`src/rtl/alu_seq_pkg.sv`:
```
`default_nettype none
// alu_seq_pkg: opcode/state types and helpers for alu_seq (rev 1.0).
// Honours ALU_SEQ_DIV_EN: when undefined, DIVU/REMU are not iterative (treated as illegal).
package alu_seq_pkg;

  typedef enum logic [3:0] {
    OP_SUB  = 4'b0000,
    OP_MUL  = 4'b0001,
    OP_OR   = 4'b0010,
    OP_SRL  = 4'b0011,
    OP_LTU  = 4'b0100,
    OP_LEU  = 4'b0101,
    OP_EQ   = 4'b0110,
    OP_ADD  = 4'b0111,
    OP_AND  = 4'b1000,
    OP_XOR  = 4'b1001,
    OP_SLL  = 4'b1010,
    OP_SRA  = 4'b1011,
    OP_DIVU = 4'b1100,
    OP_REMU = 4'b1101
  } op_e;

  typedef enum logic [1:0] {
    IDLE = 2'd0,
    BUSY = 2'd1,
    DONE = 2'd2
  } state_e;

  // Replicated to WIDTH bits by the datapath for illegal opcodes.
  localparam logic OP_ILLEGAL_RESULT = 1'b0;

  function automatic logic is_iterative(input op_e op);
`ifdef ALU_SEQ_DIV_EN
    return (op == OP_MUL) || (op == OP_DIVU) || (op == OP_REMU);
`else
    return (op == OP_MUL);
`endif
  endfunction

endpackage
`default_nettype wire

```
`src/rtl/alu_seq_muldiv.sv`:
```
`default_nettype none
// alu_seq_muldiv: WIDTH-cycle shift-add multiplier / restoring divider (rev 1.0).
// Divider path exists only when ALU_SEQ_DIV_EN is defined.
module alu_seq_muldiv #(
  parameter int WIDTH = 32
) (
  input  logic             clk,
  input  logic             rst_n,
  input  logic             start,
  input  logic             is_div,
  input  logic [WIDTH-1:0] a,
  input  logic [WIDTH-1:0] b,
  output logic             done,
  output logic [WIDTH-1:0] lo,
  output logic [WIDTH-1:0] hi,
  output logic             div0
);

  localparam int CW = $clog2(WIDTH);

  logic [CW-1:0]    r_count;
  logic             r_running;
  logic [WIDTH-1:0] r_opb;
  logic [WIDTH:0]   w_mul_sum;
  logic [WIDTH-1:0] w_hi_next;
  logic [WIDTH-1:0] w_lo_next;

  // Pulses on the final iteration so the caller can leave BUSY on the same edge.
  assign done = r_running && (r_count == CW'(WIDTH - 1));

`ifdef ALU_SEQ_DIV_EN
  logic             r_div;
  logic [WIDTH:0]   w_div_shift;
  logic [WIDTH+1:0] w_div_diff;
  logic             unused_div_diff_bit;
  assign unused_div_diff_bit = w_div_diff[WIDTH];
`else
  logic unused_is_div;
  assign unused_is_div = is_div;
`endif

  always_comb begin
    // Multiply: {hi,lo} shifts right, conditionally adding the multiplicand into hi.
    w_mul_sum = {1'b0, hi} + (lo[0] ? {1'b0, r_opb} : '0);
    w_hi_next = w_mul_sum[WIDTH:1];
    w_lo_next = {w_mul_sum[0], lo[WIDTH-1:1]};
`ifdef ALU_SEQ_DIV_EN
    // Divide: hi is the partial remainder, lo shifts the dividend out and quotient in.
    w_div_shift = {hi, lo[WIDTH-1]};
    w_div_diff  = {1'b0, w_div_shift} - {2'b00, r_opb};
    if (r_div) begin
      w_lo_next = {lo[WIDTH-2:0], ~w_div_diff[WIDTH+1]};
      w_hi_next = w_div_diff[WIDTH+1] ? w_div_shift[WIDTH-1:0] : w_div_diff[WIDTH-1:0];
    end
`endif
  end

  always_ff @(posedge clk or negedge rst_n) begin
    if (!rst_n) begin
      hi        <= '0;
      lo        <= '0;
      r_opb     <= '0;
      r_count   <= '0;
      r_running <= 1'b0;
      div0      <= 1'b0;
`ifdef ALU_SEQ_DIV_EN
      r_div     <= 1'b0;
`endif
    end else if (start) begin
      hi        <= '0;
      lo        <= a;
      r_opb     <= b;
      r_count   <= '0;
      r_running <= 1'b1;
`ifdef ALU_SEQ_DIV_EN
      r_div     <= is_div;
      div0      <= is_div && (b == '0);
`else
      div0      <= 1'b0;
`endif
    end else if (r_running) begin
      hi      <= w_hi_next;
      lo      <= w_lo_next;
      r_count <= r_count + CW'(1);
      if (done) begin
        r_running <= 1'b0;
      end
    end
  end

endmodule
`default_nettype wire

```
`src/rtl/alu_seq.sv`:
```
`default_nettype none
// alu_seq: handshaked ALU with registered result/NZCV flags; MUL (and DIVU/REMU
// when ALU_SEQ_DIV_EN is defined) run on an iterative unit (rev 1.0).
module alu_seq
  import alu_seq_pkg::*;
#(
  parameter int WIDTH = 32,
  parameter int SHW   = $clog2(WIDTH)
) (
  input  logic             clk,
  input  logic             rst_n,
  input  logic             in_valid,
  output logic             in_ready,
  input  logic [3:0]       op,
  input  logic [WIDTH-1:0] a,
  input  logic [WIDTH-1:0] b,
  output logic             out_valid,
  input  logic             out_ready,
  output logic [WIDTH-1:0] result,
  output logic [WIDTH-1:0] result_hi,
  output logic             carry,
  output logic             overflow,
  output logic             zero,
  output logic             negative,
  output logic             busy
);

  state_e state, next_state;
  op_e    op_in;
  logic   accept;
  logic   op_iter;

  logic             md_done;
  logic             md_div0;
  logic [WIDTH-1:0] md_lo;
  logic [WIDTH-1:0] md_hi;

  logic [WIDTH:0]   w_sum;
  logic [WIDTH:0]   w_diff;
  logic [SHW-1:0]   w_shamt;
  logic [WIDTH-1:0] w_res;
  logic             w_carry;
  logic             w_ovf;

  logic [WIDTH-1:0] r_result;
  logic             r_carry, r_ovf, r_zero, r_neg;
  logic             r_iter, r_is_div, r_swap;

  assign op_in   = op_e'(op);
  assign op_iter = is_iterative(op_in);
  assign accept  = in_valid && in_ready;

  always_ff @(posedge clk or negedge rst_n) begin
    if (!rst_n) begin
      state <= IDLE;
    end else begin
      state <= next_state;
    end
  end

  always_comb begin
    next_state = state;
    in_ready   = 1'b0;
    out_valid  = 1'b0;
    busy       = 1'b0;
    case (state)
      IDLE: begin
        in_ready = 1'b1;
        if (in_valid) begin
          next_state = op_iter ? BUSY : DONE;
        end
      end
      BUSY: begin
        busy = 1'b1;
        if (md_done) begin
          next_state = DONE;
        end
      end
      DONE: begin
        out_valid = 1'b1;
        // Consuming a result frees the unit in the same cycle for back-to-back issue.
        if (out_ready) begin
          in_ready = 1'b1;
          if (in_valid) begin
            next_state = op_iter ? BUSY : DONE;
          end else begin
            next_state = IDLE;
          end
        end
      end
      default: next_state = IDLE;
    endcase
  end

  always_comb begin
    w_sum   = {1'b0, a} + {1'b0, b};
    w_diff  = {1'b0, a} - {1'b0, b};
    w_shamt = b[SHW-1:0];
    w_res   = {WIDTH{OP_ILLEGAL_RESULT}};
    w_carry = 1'b0;
    w_ovf   = 1'b0;
    case (op_in)
      OP_ADD: begin
        w_res   = w_sum[WIDTH-1:0];
        w_carry = w_sum[WIDTH];
        w_ovf   = (a[WIDTH-1] == b[WIDTH-1]) && (w_sum[WIDTH-1] != a[WIDTH-1]);
      end
      OP_SUB: begin
        w_res   = w_diff[WIDTH-1:0];
        w_carry = ~w_diff[WIDTH];
        w_ovf   = (a[WIDTH-1] != b[WIDTH-1]) && (w_diff[WIDTH-1] != a[WIDTH-1]);
      end
      OP_OR:  w_res = a | b;
      OP_AND: w_res = a & b;
      OP_XOR: w_res = a ^ b;
      OP_SRL: w_res = a >> w_shamt;
      OP_SLL: w_res = a << w_shamt;
      OP_SRA: w_res = $signed(a) >>> w_shamt;
      OP_LTU: w_res = {{(WIDTH-1){1'b0}}, (a < b)};
      OP_LEU: w_res = {{(WIDTH-1){1'b0}}, (a <= b)};
      OP_EQ:  w_res = {{(WIDTH-1){1'b0}}, (a == b)};
      // Illegal opcodes (and DIVU/REMU without the divider) land here.
      default: w_ovf = 1'b1;
    endcase
  end

  always_ff @(posedge clk or negedge rst_n) begin
    if (!rst_n) begin
      r_result <= '0;
      r_carry  <= 1'b0;
      r_ovf    <= 1'b0;
      r_zero   <= 1'b0;
      r_neg    <= 1'b0;
      r_iter   <= 1'b0;
      r_is_div <= 1'b0;
      r_swap   <= 1'b0;
    end else if (accept) begin
      if (op_iter) begin
        r_iter   <= 1'b1;
        r_is_div <= (op_in != OP_MUL);
        r_swap   <= (op_in == OP_REMU);
      end else begin
        r_iter   <= 1'b0;
        r_result <= w_res;
        r_carry  <= w_carry;
        r_ovf    <= w_ovf;
        r_zero   <= (w_res == '0);
        r_neg    <= w_res[WIDTH-1];
      end
    end
  end

  alu_seq_muldiv #(
    .WIDTH (WIDTH)
  ) u_muldiv (
    .clk    (clk),
    .rst_n  (rst_n),
    .start  (accept && op_iter),
    .is_div (op_in != OP_MUL),
    .a      (a),
    .b      (b),
    .done   (md_done),
    .lo     (md_lo),
    .hi     (md_hi),
    .div0   (md_div0)
  );

  // Iterative results are read straight from the unit's registers, which hold once it stops.
  always_comb begin
    result    = r_result;
    result_hi = '0;
    carry     = r_carry;
    overflow  = r_ovf;
    zero      = r_zero;
    negative  = r_neg;
    if (r_iter) begin
      result    = r_swap ? md_hi : md_lo;
      result_hi = r_swap ? md_lo : md_hi;
      carry     = 1'b0;
      overflow  = r_is_div ? md_div0 : (md_hi != '0);
      zero      = (result == '0);
      negative  = result[WIDTH-1];
    end
  end

endmodule
`default_nettype wire

```
`config.mk`:
```
export PLATFORM = sky130hd
export DESIGN_NAME = alu_seq
export DESIGN_NICKNAME = d
export VERILOG_FILES = /design/src/rtl/alu_seq_pkg.sv /design/src/rtl/alu_seq_muldiv.sv /design/src/rtl/alu_seq.sv
export SDC_FILE = /design/constraint.sdc
export NUM_CORES = 1
export LEC_CHECK = 0
export ABC_AREA = 1
export ABC_CLOCK_PERIOD_IN_PS = 2330
export CAP_MARGIN = 10
export CORE_MARGIN = 4
export CORE_UTILIZATION = 30
export CTS_BUF_LIST = sky130_fd_sc_hd__clkbuf_8
export DETAILED_ROUTE_END_ITERATION = 12
export GPL_ROUTABILITY_DRIVEN = 0
export PLACE_DENSITY = 0.56
export SYNTH_ARGS = -nofsm -noshare
export SYNTH_HDL_FRONTEND = slang
export SYNTH_HIERARCHICAL = 1
export SYNTH_SLANG_ARGS = --single-unit
```
`constraint.sdc`:
```
create_clock -name clk -period 2.33 [get_ports clk]
set_input_delay 0.233 -clock clk [delete_from_list [all_inputs] [get_ports clk]]
set_output_delay 0.233 -clock clk [all_outputs]
set_load 0.02 [all_outputs]
```
==> summary.md <==
| Metric | Value |
|---|---|
| Ys flop type | `dfrtp_1` |
| Hold Startpoint | `b[10]` |
| Area Growth Syn to Fin | `47.4%` |
| CP Capture Type | `output port` |
| DP Wirelength | `87300 um` |
| Post-Layout Inst Area | `0.0300 mm2` |
| Area after DPL | `0.0277 mm2` |
| RSZ-0062 raised after global routing | `true` |
| Worst EP required | `2.10 ns` |
| Mean Syn Cell Area | `5.55 um2` |
| Top-count cell post-synth | `nand2_1` |
| Async SR Flop Fraction | `100%` |
| Final Hold Vio Count | `0` |
| Chip Height | `268 um` |
| Vias in the first global route | `25500` |
| DIE AREA | `0.0720 mm2` |
| Period utilization | `114%` |
| CP Launch Point | `r_swap` |
| # nets final | `4615` |
| Initial antenna violation count | `6` |
| Largest net degree at the start of global routing | `71` |
| Overall via count from detail_route | `27100` |
| Peak VDD IR | `0.442 mV` |
| Max-cap violations | `0` |
| Die Wd | `268 um` |
| Worst setup SP type | `flip-flop` |
| Syn. warnings | `6` |
| Grt ovf | `0` |
| Crit Path Max Fanout | `12` |
| Hold crit path type | `in2reg` |
| Area fraction of the dominant cell type after synthesis | `24.2%` |
| Post-route non-filler standard cell count | `5297` |
| Post-DR vias/cell | `5.11` |
| Clock Sinks | `142` |
| CTS Root Cell | `clkbuf_8` |
| Register area share after synthesis | `17.5%` |
| Share of cells above drive strength 1 | `30.0%` |
| DRT iter0 DRCs | `3196` |
| Max frequency | `0.377 GHz` |
| Post-Syn Area | `0.0203 mm2` |
| WL final | `105000 um` |
| First drt pass iteration count | `6` |
| Row cnt | `95` |
| # H-tree levels | `4` |
| Clock transition at path regs | `0.09 ns` |
| Synth area leader | `nand2_1` |
| Reg2reg start | `u_muldiv/lo[0]` |
| Clk buf depth | `2` |
| Post-synth net total | `3867` |
| Violated checks | `negative setup slack` |
| Post-DRT Antenna Nets | `0` |
| Yosys reg bits | `142` |
| Cell leakage power | `16.5 nW` |
| Util after Layout | `44.6%` |
| Outcome | `complete, but fails checks` |
| PortBufs | `142` |
| Synth top area cells | `nand2_1 (24%), dfrtp_1 (17%), nand3_1 (12%)` |
| Syn Inst Count | `3661` |
| Worst skew pair latency | `0.50 ns` |
| Setup slack after layout | `-0.325 ns` |
| Design Power | `17.7 mW` |
| Worst Clk Skew | `0.0169 ns` |
| DRC | `0` |
| # placed instances | `5231` |
| CORE AREA | `0.0672 mm2` |
| Avg WL per Cell | `19.8 um` |
| Ports | `143` |
| Overall Global Routing Usage | `28.2%` |
| Arr. time, crit path | `2.42 ns` |
| Final setup fails | `7` |
| Initial Util | `30.3%` |
| Final min period | `2.65 ns` |
| CTS Buf Count | `17` |
| Least-Margin Pin Slew | `0.694 ns` |
| Yosys cell types | `53` |
| Final Slew Violations | `0` |
| First-pass GRT wire length | `154000 um` |
| CTS tree | `done` |
| Critical path type | `reg2out` |
| Worst hold margin | `0.127 ns` |
| Post-synth top cells | `nand2_1 (1311), inv_1 (542), nand3_1 (483)` |
| Rel. slew slack | `53.7%` |
| EDFF count, synth | `0` |
| P per Cell Area | `590 mW/mm2` |
-- layer usage --
layer  GRT usage [%]  vias to the layer above  wire length (um)
li1                -                    13100                 -
met1            36.9                    12500             43600
met2            45.8                     1201             47100
met3            5.06                      262              8720
met4            11.9                        2              5180
met5               0                        -                13
-- worst paths after layout --
check	endpoint	slack (ns)	depth (start not counted)
max	zero	-0.32	9
min	u_muldiv/r_opb[10]	0.13	4
max reg2reg	u_muldiv/hi[25]	0.11	15
min reg2reg	u_muldiv/r_opb[14]	0.48	2
max in group asynchronous	r_result[30]	1.46	3
min in group asynchronous	u_muldiv/r_opb[7]	0.16	2
-- where the power goes --
group | total [mW] | internal (mW) | switching [mW]
logic | 11.8 | 4.86 | 6.98
clock network | 2.15 | 1.08 | 1.07
registers | 3.70 | 3.17 | 0.530
-- cells in the final DEF, fill, tap and decap left out, drive strengths merged, types with 9 or more instances in the layout --
| cell type | netlist | final |
|---|---|---|
| nor2 | 259 | 259 |
| dlymetal6s2s | 0 | 29 |
| xnor2 | 11 | 11 |
| nand3 | 511 | 511 |
| o22ai | 20 | 20 |
| a21oi | 149 | 149 |
| inv | 558 | 561 |
| dfrtp | 142 | 142 |
| o221ai | 25 | 25 |
| o21ai | 186 | 186 |
| buf | 102 | 785 |
| clkbuf | 53 | 35 |
| nand2 | 1363 | 1363 |
| clkdlybuf4s50 | 0 | 13 |
| ha | 131 | 131 |
| clkinv | 4 | 9 |
| o211ai | 9 | 9 |
| dlygate4sd2 | 0 | 22 |
| nor3 | 39 | 39 |
| clkdlybuf4s15 | 0 | 17 |
| nand4 | 43 | 43 |
-- stage by stage --
stage          TNS [ns]  worst slack, ns
2_1_floorplan   -0.0531          -0.0531
3_3_place_gp     -45.97            -1.21
5_1_grt           -1.81           -0.392
3_5_place_dp     -46.25            -1.18
6_report         -0.637           -0.325
4_1_cts          -0.912           -0.270
-- sequential cells by signal (all words and copies together), names as in the netlist --
register            cells
r_ovf                   1
u_muldiv/r_count        5
r_iter                  1
u_muldiv/hi            32
r_zero                  1
u_muldiv/r_opb         32
r_carry                 1
r_swap                  1
state                   2
u_muldiv/r_running      1
u_muldiv/lo            32
r_is_div                1
r_result               32
-- worst max-delay path: stages (launching register included) --
cell and delay, ns:
dfrtp_2 0.48, inv_6 0.13, o21ai_0 0.16, nor4_2 0.31, nand2_1 0.18, nor3_2 0.18, buf_4 0.13, nand4_1 0.10
nand2_2 0.14, buf_6 0.13
-- area by class of cell --
class / count / area [um2]
Tap cell: 873 / 1090
Sequential cell: 142 / 3550
Inverter: 562 / 2130
Multi-Input combinational cell: 2802 / 15500
Fill cell: 7167 / 37200
Clock inverter: 14 / 168
Antenna cell: 2 / 5.00
Timing Repair Buffer: 884 / 7310
Clock buffer: 18 / 248
-- cell families (layout without fill, tap and decap cells) --
family / count (synthesis) / count (layout) / synth area share, %
buf+inv: 717 / 1478 / 14.5
fa+ha+maj: 134 / 134 / 8.36
flops: 142 / 142 / 17.5
compound gates: 411 / 411 / 11.2
simple gates: 2243 / 2243 / 47.9
xor+xnor: 13 / 13 / 0.560
other cells: 1 / 3 / 0.0184
-- repair_timing --
item | 4_1_cts | 5_1_grt
gates resized for setup | 444 | 372
hold endpoints to repair | 142 | 0
buffers inserted | 15 | 16
endpoints found under the setup margin | 100 | 89
hold buffers | 1 | 0
pin swaps | 31 | 73
No activity file was read; power rests on OpenSTA's default activity.
